**src/rtl/idex_operand_stage_if.sv**
```systemverilog
// idex_operand_stage_if: ID-stage fields, MEM/WB forward sources and EX-stage outputs of the ID/EX stage.
// Revision 1.0
`default_nettype none

interface idex_operand_stage_if #(
  parameter int WIDTH = 32
);
  // ID-stage instruction fields
  logic             id_valid_i;
  logic [WIDTH-1:0] id_pc_i;
  logic [WIDTH-1:0] id_rs1_data_i;
  logic [WIDTH-1:0] id_rs2_data_i;
  logic [WIDTH-1:0] id_imm_i;
  logic [4:0]       id_rs1_i;
  logic [4:0]       id_rs2_i;
  logic [4:0]       id_rd_i;
  logic             id_uses_rs1_i;
  logic             id_uses_rs2_i;
  logic [3:0]       id_alu_ctrl_i;
  logic             id_alu_src_a_i;
  logic             id_alu_src_b_i;
  logic             id_reg_write_i;
  logic             id_mem_read_i;
  logic             id_mem_write_i;

  // Forward sources (EX/MEM and MEM/WB) and redirect
  logic             mem_reg_write_i;
  logic [4:0]       mem_rd_i;
  logic [WIDTH-1:0] mem_result_i;
  logic             wb_reg_write_i;
  logic [4:0]       wb_rd_i;
  logic [WIDTH-1:0] wb_result_i;
  logic             flush_i;

  // EX-stage outputs
  logic             load_use_stall_o;
  logic             ex_valid_o;
  logic [WIDTH-1:0] ex_a_o;
  logic [WIDTH-1:0] ex_b_o;
  logic [3:0]       ex_alu_ctrl_o;
  logic [WIDTH-1:0] ex_store_data_o;
  logic [WIDTH-1:0] ex_pc_o;
  logic [4:0]       ex_rd_o;
  logic             ex_reg_write_o;
  logic             ex_mem_read_o;
  logic             ex_mem_write_o;

  modport master (
    output id_valid_i, id_pc_i, id_rs1_data_i, id_rs2_data_i, id_imm_i,
           id_rs1_i, id_rs2_i, id_rd_i, id_uses_rs1_i, id_uses_rs2_i,
           id_alu_ctrl_i, id_alu_src_a_i, id_alu_src_b_i,
           id_reg_write_i, id_mem_read_i, id_mem_write_i,
           mem_reg_write_i, mem_rd_i, mem_result_i,
           wb_reg_write_i, wb_rd_i, wb_result_i, flush_i,
    input  load_use_stall_o, ex_valid_o, ex_a_o, ex_b_o, ex_alu_ctrl_o,
           ex_store_data_o, ex_pc_o, ex_rd_o,
           ex_reg_write_o, ex_mem_read_o, ex_mem_write_o
  );

  modport slave (
    input  id_valid_i, id_pc_i, id_rs1_data_i, id_rs2_data_i, id_imm_i,
           id_rs1_i, id_rs2_i, id_rd_i, id_uses_rs1_i, id_uses_rs2_i,
           id_alu_ctrl_i, id_alu_src_a_i, id_alu_src_b_i,
           id_reg_write_i, id_mem_read_i, id_mem_write_i,
           mem_reg_write_i, mem_rd_i, mem_result_i,
           wb_reg_write_i, wb_rd_i, wb_result_i, flush_i,
    output load_use_stall_o, ex_valid_o, ex_a_o, ex_b_o, ex_alu_ctrl_o,
           ex_store_data_o, ex_pc_o, ex_rd_o,
           ex_reg_write_o, ex_mem_read_o, ex_mem_write_o
  );
endinterface

`default_nettype wire

```
**src/rtl/idex_operand_stage.sv**
```systemverilog
// idex_operand_stage: ID/EX pipeline register with write-through capture, MEM/WB forwarding and load-use bubbles.
// Revision 1.0
`default_nettype none

module idex_operand_stage #(
  parameter int WIDTH = 32
) (
  input  wire logic          clk,
  input  wire logic          reset,
  idex_operand_stage_if.slave bus
);

  localparam logic [4:0] c_x0 = 5'd0;

  typedef struct packed {
    logic             valid;
    logic [WIDTH-1:0] pc;
    logic [4:0]       rs1;
    logic [4:0]       rs2;
    logic [WIDTH-1:0] rs1_val;
    logic [WIDTH-1:0] rs2_val;
    logic [WIDTH-1:0] imm;
    logic [4:0]       rd;
    logic [3:0]       alu_ctrl;
    logic             src_a;
    logic             src_b;
    logic             reg_write;
    logic             mem_read;
    logic             mem_write;
  } idex_t;

  idex_t            idex_q;
  idex_t            idex_d;

  logic             w_stall;
  logic             w_wt_rs1;
  logic             w_wt_rs2;
  logic [WIDTH-1:0] w_fwd1;
  logic [WIDTH-1:0] w_fwd2;

  // A load in EX whose destination the ID instruction reads; a dead (flushed) ID never stalls.
  assign w_stall = idex_q.valid && idex_q.mem_read && (idex_q.rd != c_x0) &&
                   bus.id_valid_i && !bus.flush_i &&
                   ((bus.id_uses_rs1_i && (bus.id_rs1_i == idex_q.rd)) ||
                    (bus.id_uses_rs2_i && (bus.id_rs2_i == idex_q.rd)));

  // The register file does not bypass its own same-cycle write, so catch it here.
  assign w_wt_rs1 = bus.wb_reg_write_i && (bus.wb_rd_i == bus.id_rs1_i) && (bus.id_rs1_i != c_x0);
  assign w_wt_rs2 = bus.wb_reg_write_i && (bus.wb_rd_i == bus.id_rs2_i) && (bus.id_rs2_i != c_x0);

  always_comb begin
    idex_d = '0;
    if (!bus.flush_i && !w_stall) begin
      idex_d.valid    = bus.id_valid_i;
      idex_d.pc       = bus.id_pc_i;
      idex_d.rs1      = bus.id_rs1_i;
      idex_d.rs2      = bus.id_rs2_i;
      idex_d.rs1_val  = w_wt_rs1 ? bus.wb_result_i : bus.id_rs1_data_i;
      idex_d.rs2_val  = w_wt_rs2 ? bus.wb_result_i : bus.id_rs2_data_i;
      idex_d.imm      = bus.id_imm_i;
      idex_d.rd       = bus.id_rd_i;
      idex_d.alu_ctrl = bus.id_alu_ctrl_i;
      idex_d.src_a    = bus.id_alu_src_a_i;
      idex_d.src_b    = bus.id_alu_src_b_i;
      if (bus.id_valid_i) begin
        idex_d.reg_write = bus.id_reg_write_i;
        idex_d.mem_read  = bus.id_mem_read_i;
        idex_d.mem_write = bus.id_mem_write_i;
      end
    end
  end

  always_ff @(posedge clk) begin
    if (reset) begin
      idex_q <= '0;
    end else begin
      idex_q <= idex_d;
    end
  end

  // MEM holds the younger result, so it wins over WB.
  always_comb begin
    w_fwd1 = idex_q.rs1_val;
    if (bus.mem_reg_write_i && (bus.mem_rd_i != c_x0) && (bus.mem_rd_i == idex_q.rs1)) begin
      w_fwd1 = bus.mem_result_i;
    end else if (bus.wb_reg_write_i && (bus.wb_rd_i != c_x0) && (bus.wb_rd_i == idex_q.rs1)) begin
      w_fwd1 = bus.wb_result_i;
    end
  end

  always_comb begin
    w_fwd2 = idex_q.rs2_val;
    if (bus.mem_reg_write_i && (bus.mem_rd_i != c_x0) && (bus.mem_rd_i == idex_q.rs2)) begin
      w_fwd2 = bus.mem_result_i;
    end else if (bus.wb_reg_write_i && (bus.wb_rd_i != c_x0) && (bus.wb_rd_i == idex_q.rs2)) begin
      w_fwd2 = bus.wb_result_i;
    end
  end

  assign bus.load_use_stall_o = w_stall;
  assign bus.ex_valid_o       = idex_q.valid;
  assign bus.ex_a_o           = idex_q.src_a ? idex_q.pc  : w_fwd1;
  assign bus.ex_b_o           = idex_q.src_b ? idex_q.imm : w_fwd2;
  assign bus.ex_alu_ctrl_o    = idex_q.alu_ctrl;
  assign bus.ex_store_data_o  = w_fwd2;
  assign bus.ex_pc_o          = idex_q.pc;
  assign bus.ex_rd_o          = idex_q.rd;
  assign bus.ex_reg_write_o   = idex_q.reg_write;
  assign bus.ex_mem_read_o    = idex_q.mem_read;
  assign bus.ex_mem_write_o   = idex_q.mem_write;

endmodule

`default_nettype wire
```
**src/flat_wrapper.sv**
```systemverilog
// flat-port wrapper written by rule: the top's interface ports become plain ports
module idex_operand_stage_flat 
#(
  parameter int WIDTH = 32
)
  (clk, reset, bus_id_valid_i, bus_id_pc_i, bus_id_rs1_data_i, bus_id_rs2_data_i, bus_id_imm_i, bus_id_rs1_i, bus_id_rs2_i, bus_id_rd_i, bus_id_uses_rs1_i, bus_id_uses_rs2_i, bus_id_alu_ctrl_i, bus_id_alu_src_a_i, bus_id_alu_src_b_i, bus_id_reg_write_i, bus_id_mem_read_i, bus_id_mem_write_i, bus_mem_reg_write_i, bus_mem_rd_i, bus_mem_result_i, bus_wb_reg_write_i, bus_wb_rd_i, bus_wb_result_i, bus_flush_i, bus_load_use_stall_o, bus_ex_valid_o, bus_ex_a_o, bus_ex_b_o, bus_ex_alu_ctrl_o, bus_ex_store_data_o, bus_ex_pc_o, bus_ex_rd_o, bus_ex_reg_write_o, bus_ex_mem_read_o, bus_ex_mem_write_o);
  idex_operand_stage_if #(.WIDTH(WIDTH)) bus_i ();
  input  wire logic clk;
  input  wire logic reset;
  input wire logic [$bits(bus_i.id_valid_i)-1:0] bus_id_valid_i;
  input wire logic [$bits(bus_i.id_pc_i)-1:0] bus_id_pc_i;
  input wire logic [$bits(bus_i.id_rs1_data_i)-1:0] bus_id_rs1_data_i;
  input wire logic [$bits(bus_i.id_rs2_data_i)-1:0] bus_id_rs2_data_i;
  input wire logic [$bits(bus_i.id_imm_i)-1:0] bus_id_imm_i;
  input wire logic [$bits(bus_i.id_rs1_i)-1:0] bus_id_rs1_i;
  input wire logic [$bits(bus_i.id_rs2_i)-1:0] bus_id_rs2_i;
  input wire logic [$bits(bus_i.id_rd_i)-1:0] bus_id_rd_i;
  input wire logic [$bits(bus_i.id_uses_rs1_i)-1:0] bus_id_uses_rs1_i;
  input wire logic [$bits(bus_i.id_uses_rs2_i)-1:0] bus_id_uses_rs2_i;
  input wire logic [$bits(bus_i.id_alu_ctrl_i)-1:0] bus_id_alu_ctrl_i;
  input wire logic [$bits(bus_i.id_alu_src_a_i)-1:0] bus_id_alu_src_a_i;
  input wire logic [$bits(bus_i.id_alu_src_b_i)-1:0] bus_id_alu_src_b_i;
  input wire logic [$bits(bus_i.id_reg_write_i)-1:0] bus_id_reg_write_i;
  input wire logic [$bits(bus_i.id_mem_read_i)-1:0] bus_id_mem_read_i;
  input wire logic [$bits(bus_i.id_mem_write_i)-1:0] bus_id_mem_write_i;
  input wire logic [$bits(bus_i.mem_reg_write_i)-1:0] bus_mem_reg_write_i;
  input wire logic [$bits(bus_i.mem_rd_i)-1:0] bus_mem_rd_i;
  input wire logic [$bits(bus_i.mem_result_i)-1:0] bus_mem_result_i;
  input wire logic [$bits(bus_i.wb_reg_write_i)-1:0] bus_wb_reg_write_i;
  input wire logic [$bits(bus_i.wb_rd_i)-1:0] bus_wb_rd_i;
  input wire logic [$bits(bus_i.wb_result_i)-1:0] bus_wb_result_i;
  input wire logic [$bits(bus_i.flush_i)-1:0] bus_flush_i;
  output wire logic [$bits(bus_i.load_use_stall_o)-1:0] bus_load_use_stall_o;
  output wire logic [$bits(bus_i.ex_valid_o)-1:0] bus_ex_valid_o;
  output wire logic [$bits(bus_i.ex_a_o)-1:0] bus_ex_a_o;
  output wire logic [$bits(bus_i.ex_b_o)-1:0] bus_ex_b_o;
  output wire logic [$bits(bus_i.ex_alu_ctrl_o)-1:0] bus_ex_alu_ctrl_o;
  output wire logic [$bits(bus_i.ex_store_data_o)-1:0] bus_ex_store_data_o;
  output wire logic [$bits(bus_i.ex_pc_o)-1:0] bus_ex_pc_o;
  output wire logic [$bits(bus_i.ex_rd_o)-1:0] bus_ex_rd_o;
  output wire logic [$bits(bus_i.ex_reg_write_o)-1:0] bus_ex_reg_write_o;
  output wire logic [$bits(bus_i.ex_mem_read_o)-1:0] bus_ex_mem_read_o;
  output wire logic [$bits(bus_i.ex_mem_write_o)-1:0] bus_ex_mem_write_o;
  assign bus_i.id_valid_i = bus_id_valid_i;
  assign bus_i.id_pc_i = bus_id_pc_i;
  assign bus_i.id_rs1_data_i = bus_id_rs1_data_i;
  assign bus_i.id_rs2_data_i = bus_id_rs2_data_i;
  assign bus_i.id_imm_i = bus_id_imm_i;
  assign bus_i.id_rs1_i = bus_id_rs1_i;
  assign bus_i.id_rs2_i = bus_id_rs2_i;
  assign bus_i.id_rd_i = bus_id_rd_i;
  assign bus_i.id_uses_rs1_i = bus_id_uses_rs1_i;
  assign bus_i.id_uses_rs2_i = bus_id_uses_rs2_i;
  assign bus_i.id_alu_ctrl_i = bus_id_alu_ctrl_i;
  assign bus_i.id_alu_src_a_i = bus_id_alu_src_a_i;
  assign bus_i.id_alu_src_b_i = bus_id_alu_src_b_i;
  assign bus_i.id_reg_write_i = bus_id_reg_write_i;
  assign bus_i.id_mem_read_i = bus_id_mem_read_i;
  assign bus_i.id_mem_write_i = bus_id_mem_write_i;
  assign bus_i.mem_reg_write_i = bus_mem_reg_write_i;
  assign bus_i.mem_rd_i = bus_mem_rd_i;
  assign bus_i.mem_result_i = bus_mem_result_i;
  assign bus_i.wb_reg_write_i = bus_wb_reg_write_i;
  assign bus_i.wb_rd_i = bus_wb_rd_i;
  assign bus_i.wb_result_i = bus_wb_result_i;
  assign bus_i.flush_i = bus_flush_i;
  assign bus_load_use_stall_o = bus_i.load_use_stall_o;
  assign bus_ex_valid_o = bus_i.ex_valid_o;
  assign bus_ex_a_o = bus_i.ex_a_o;
  assign bus_ex_b_o = bus_i.ex_b_o;
  assign bus_ex_alu_ctrl_o = bus_i.ex_alu_ctrl_o;
  assign bus_ex_store_data_o = bus_i.ex_store_data_o;
  assign bus_ex_pc_o = bus_i.ex_pc_o;
  assign bus_ex_rd_o = bus_i.ex_rd_o;
  assign bus_ex_reg_write_o = bus_i.ex_reg_write_o;
  assign bus_ex_mem_read_o = bus_i.ex_mem_read_o;
  assign bus_ex_mem_write_o = bus_i.ex_mem_write_o;
  idex_operand_stage #(.WIDTH(WIDTH)) u_core (.clk(clk), .reset(reset), .bus(bus_i));
endmodule
```
**config.mk**
```make
export PLATFORM = sky130hd
export DESIGN_NAME = idex_operand_stage_flat
export DESIGN_NICKNAME = d
export VERILOG_FILES = /design/src/rtl/idex_operand_stage_if.sv /design/src/rtl/idex_operand_stage.sv /design/src/flat_wrapper.sv
export SDC_FILE = /design/constraint.sdc
export NUM_CORES = 1
export LEC_CHECK = 0
export ABC_AREA = 1
export CORE_AREA = 2 2 147 149
export CTS_BUF_LIST = sky130_fd_sc_hd__clkbuf_4 sky130_fd_sc_hd__clkbuf_8
export DETAILED_ROUTE_END_ITERATION = 12
export DIE_AREA = 0 0 149 151
export HOLD_SLACK_MARGIN = 0.12
export PLACE_DENSITY = 0.77
export SYNTH_ARGS = -nofsm -noshare
export SYNTH_HDL_FRONTEND = slang
export SYNTH_SLANG_ARGS = --single-unit
```
**constraint.sdc**
```tcl
create_clock -name clk -period 2.2 [get_ports clk]
set_input_delay 0.44 -clock clk [delete_from_list [all_inputs] [get_ports clk]]
set_output_delay 0.44 -clock clk [all_outputs]
set_load 0.02 [all_outputs]
```
======== Yosys cells after proc, flatten, opt, wreduce, memory -nomap -nowiden ========
Cells that the tools add are included.
storage, ports and cells
  register bits after elaboration ......... 153
  input port bits ......................... 234
  output and inout port bits .............. 142
  word-level logic and storage cells ...... 60
operators by class
  eq/ne operators ......................... 8
  mux-type cells .......................... 8
  bitwise operators ....................... 2
  reductions and logical operators ........ 28
operators by type and width
  cell               number
  $mux 32            8
  $eq 5x5->1         8
  $reduce_bool 5->1  5
  $logic_and 1x1->1  18
  $reduce_or 3->1    1
  $logic_not 1->1    2
  $not 1->1          2
  $reduce_or 2->1    1
  $logic_or 1x1->1   1

======== Logic depth before layout (Yosys ltp) ========
  depth in word-level cells ............... 9
  gate-level depth with buffers ........... 11
  mapped depth without buffers ............ 10

======== Worst setup path before layout ========
Ideal clock, no wire load.
  path kind ............................... input-to-output
  start point ............................. input port bus_wb_rd_i[2]
  end point ............................... output port bus_ex_a_o[10]
  arrival time ............................ 1546 ps
  data required time ...................... 1760 ps
  slack ................................... 214 ps
  cell stages on the path ................. 9
  buffers on the path ..................... 2
  cell sequence ........................... buf_2 > xnor2_1 > nand3_1 > nor2_2 > buf_2 > nand3_1 > nand3_1 > nand2_1 > nand2_1
on the way
  cells in the longest elaborated chain, start to end .. 6
  elaborated cells between the ends (all ways) .. 7
  those cells by class .................... eq/ne: 1; mux: 3; reduce/logical: 3
RTL lines
  element                line                       RTL
  start: declaration     flat_wrapper.sv:30         input wire logic [$bits(bus_i.wb_rd_i)-1:0] bus_wb_rd_i;
  $reduce_bool 5->1      idex_operand_stage.sv:86   end else if (bus.wb_reg_write_i && (bus.wb_rd_i != c_x0) && (bus.wb_rd_i == idex_q.rs1)) begin
  $logic_and 1x1->1      idex_operand_stage.sv:86
  $logic_and 1x1->1 (*)  idex_operand_stage.sv:86
  $mux 32 (*)            idex_operand_stage.sv:86
  $mux 32 (*)            idex_operand_stage.sv:84   if (bus.mem_reg_write_i && (bus.mem_rd_i != c_x0) && (bus.mem_rd_i == idex_q.rs1)) begin
  $mux 32 (*)            idex_operand_stage.sv:102  assign bus.ex_a_o = idex_q.src_a ? idex_q.pc : w_fwd1;
  end: declaration       flat_wrapper.sv:35         output wire logic [$bits(bus_i.ex_a_o)-1:0] bus_ex_a_o;
Every way passes the cells marked *; elsewhere a longest branch is shown, timed or not.

======== Worst setup path after layout ========
  start point ............................. input port bus_mem_rd_i[3]
  end point ............................... output port bus_ex_a_o[16]
on the way
  cells in the longest elaborated chain, start to end .. 5
  elaborated cells between the ends (all ways) .. 6
  those cells by class .................... eq/ne: 1; mux: 2; reduce/logical: 3
RTL lines
  element                line                       RTL
  start: declaration     flat_wrapper.sv:27         input wire logic [$bits(bus_i.mem_rd_i)-1:0] bus_mem_rd_i;
  $reduce_bool 5->1      idex_operand_stage.sv:84
  $logic_and 1x1->1      idex_operand_stage.sv:84
  $logic_and 1x1->1 (*)  idex_operand_stage.sv:84
  $mux 32 (*)            idex_operand_stage.sv:84
  $mux 32 (*)            idex_operand_stage.sv:102
Marked as above.

==> impl_metrics.toml <==
[yosys]
yosys_most_used_dff = "dfxtp_1"
synth_top_area_share = 0.358
yosysSeqAreaShare = 0.358
synth_edf_count = 0
synth_nets = 1522
synth_seq_cells = 153
synth_area_leaders = "dfxtp_1 36%, nand2_1 14%, nand3_1 12%"
async_reset_ff_frac = 0
ys_warn_count = 0
syn_inst = 1288
yosysTopAreaCell = "dfxtp_1"
synth_area_sq_um = 8550
ys_types = 33
synth.avg_cell_area_sq_um = 6.64

[detailed_routing]
vias_per_cell = 5.26
post_drt_wl_per_cell_microns = 18.8
vias = 10467
drtIter0Drc = 928
route.detailed.drc = 0
wirelength_microns = 37400
antenna_left = 0
first_pass_iters = 6

[min_path]
min_to = "u_core.idex_q[117]"
hp-start = "bus_id_rs1_i[2]"
min_path_cells = 4
hp-class = "in -> reg"

[global_routing]
grt_pass1_wl_microns = 55000
grt_pass1_vias = 10278
grt_usage = 0.318
grt_max_degree = 49
antenna_found_initial = 3
grt_overflow = 0

[status]
violations = "setup timing"
outcome = "complete, but fails checks"

[sta]
worst_pin_slew_ns = 0.343
timing.fmax_ghz = 0.383
hold-worst-slack_ns = 0.381
fin_crit_ns = 2.61
fin_crit_sh = 1.19
timing.final.ws_setup_ns = -0.408
hold_viol_final = 0
maxSlewViolCount = 0
slew_headroom = 0.772
fin_skew_ns = 0.0161
finalSetupTns_ns = -30.88
setup_viol = 96
rsz0062_at_grt = "true"

[clocking]
clockBufferDepth = 2
cts_sinks = 153
path_clk_slew_ns = 0.08
htreeDepth = 4
cts-root-buf = "clkbuf_8"
cts-buffers-inserted = 17
cts_tree = "yes"
cts_hold_buf = 0
clk_latency_ns = 0.47

[worst_setup_path]
cp.required_ns = 1.76
r2r-end = "u_core.idex_q[75]"
critPathLaunch = "bus_mem_rd_i[3]"
worstSetupEndpointType = "primary output"
r2r_cells = 10
start_kind = "input port"
r2r-start = "u_core.bus.ex_rd_o[3]"
worstSetupPathType = "in -> out"
crit_fanout = 6
cp.arrival_ns = 2.17
reg2reg_slack_ns = 0.47

[floorplanning]
io-pin-count = 376
core_area_sq_um = 20800
row_count = 53
dieArea_sq_um = 22500
start_util = 0.410
die_height_microns = 151
die_x_microns = 149

[final_layout]
area_growth_pct = 72.4
instances_no_fill = 1991
layout_commonest_cell = "clkdlybuf4s50_1"
drive_above_1_share = 0.279
nNetsFinal = 1935
final_cell_mix = "265 x clkdlybuf4s50_1, 260 x nand2_1, 142 x dfxtp_1, 137 x nand3_1, 114 x inv_1"

[pwr]
p_leak_nw = 7.09
max-vdd-ir-drop_mv = 0.358
total_power_w = 0.00707
p_per_area_nw_per_um2 = 480

[placed_design]
gp_congestion = 0.911
dp_cells = 1924
hpwl_microns = 25000
portBuffers = 375

[flow_run]
drv_cap = 0
[per-layer routing]
layer | GRT usage | wire [microns]
met1 | 0.372 | 13600
met4 | 0.149 | 1440
met5 | 0 | 16
met3 | 0.0774 | 3930
met2 | 0.550 | 18300
[how the worst max path moves through the flow]
| stage | to | slack [ns] | depth (start not counted) |
|---|---|---|---|
| after floorplan | bus_ex_a_o[10] | 0.21 | 9 |
| after global placement | bus_ex_b_o[25] | -1.0 | 10 |
| after detailed placement | bus_ex_b_o[25] | -1.01 | 10 |
| after CTS | bus_ex_a_o[24] | -0.44 | 11 |
| after global routing | bus_ex_a_o[19] | -0.52 | 11 |
| final | bus_ex_a_o[16] | -0.41 | 13 |
[critical path, cell delays in order]
cell and delay (ns):
dlygate4sd2_1 0.25, buf_6 0.13, xnor2_2 0.13, nand3_1 0.10, nor2_2 0.16, nand2_4 0.15, buf_12 0.17, buf_8 0.13
buf_16 0.14, nand3_2 0.07, nand2_1 0.06, nand2_1 0.09, buf_6 0.12
[registers in the layout, summed over array words and instances, names as in the netlist]
signal / cells
u_core.bus.ex_alu_ctrl_o: 4
u_core.bus.ex_mem_read_o: 1
u_core.bus.ex_mem_write_o: 1
u_core.bus.ex_pc_o: 32
u_core.bus.ex_rd_o: 5
u_core.bus.ex_reg_write_o: 1
u_core.bus.ex_valid_o: 1
u_core.idex_q: 108
[cells in the mapped netlist, types with 18 or more instances]
| cell | number |
|---|---|
| nand2_1 | 319 |
| nand3_1 | 198 |
| dfxtp_1 | 153 |
| inv_1 | 115 |
| nor2_1 | 104 |
| a21oi_1 | 65 |
| buf_2 | 56 |
| buf_4 | 49 |
| nand4_1 | 37 |
| nand3b_1 | 33 |
| and2_1 | 32 |
| o21bai_1 | 32 |
| inv_2 | 22 |
| clkbuf_1 | 18 |
[logic make-up (layout without fill, tap and decap cells)]
| logic type | Yosys count | count (layout) | synth area share |
|---|---|---|---|
| and+or+nand+nor | 739 | 739 | 0.397 |
| buffers and inverters | 267 | 693 | 0.150 |
| DFF | 153 | 153 | 0.358 |
| AOI/OAI and AO/OA | 108 | 108 | 0.0739 |
| xor gates and xnor gates | 21 | 21 | 0.0215 |
| other | 0 | 2 | 0 |
[cell type report]
cell class	count	area (sq um)
well taps	275	344
clock buffers	20	263
fillers	1658	6090
diodes	2	5.00
repair buffers	523	5370
inverters	138	523
multi-input cells	868	5050
flip-flops and latches	153	3080
clock inverters	12	95.1
[what timing repair did]
| item | in CTS | in global routing |
|---|---|---|
| gates cloned | 13 | 3 |
| buffers inserted | 14 | 9 |
| gates resized for setup | 635 | 104 |
| pin swaps | 54 | 67 |
| endpoints found under the setup margin | 97 | 97 |
[metrics by stage]
stage	worst slack, ns	instance area, sq um	util
floorplan	0.214	8550	-
global placement	-0.999	13000	0.626
detailed placement	-1.01	13000	0.626
CTS	-0.444	14200	0.684
global route	-0.522	14700	0.707
finish	-0.408	14700	0.708
[power breakdown]
part | switching (W) | total [W] | internal, W
sequential | 0.0000527 | 0.00294 | 0.00288
combinational | 0.00103 | 0.00208 | 0.00105
clock | 0.00121 | 0.00206 | 0.000845
Power figures use the tool's default switching activity.
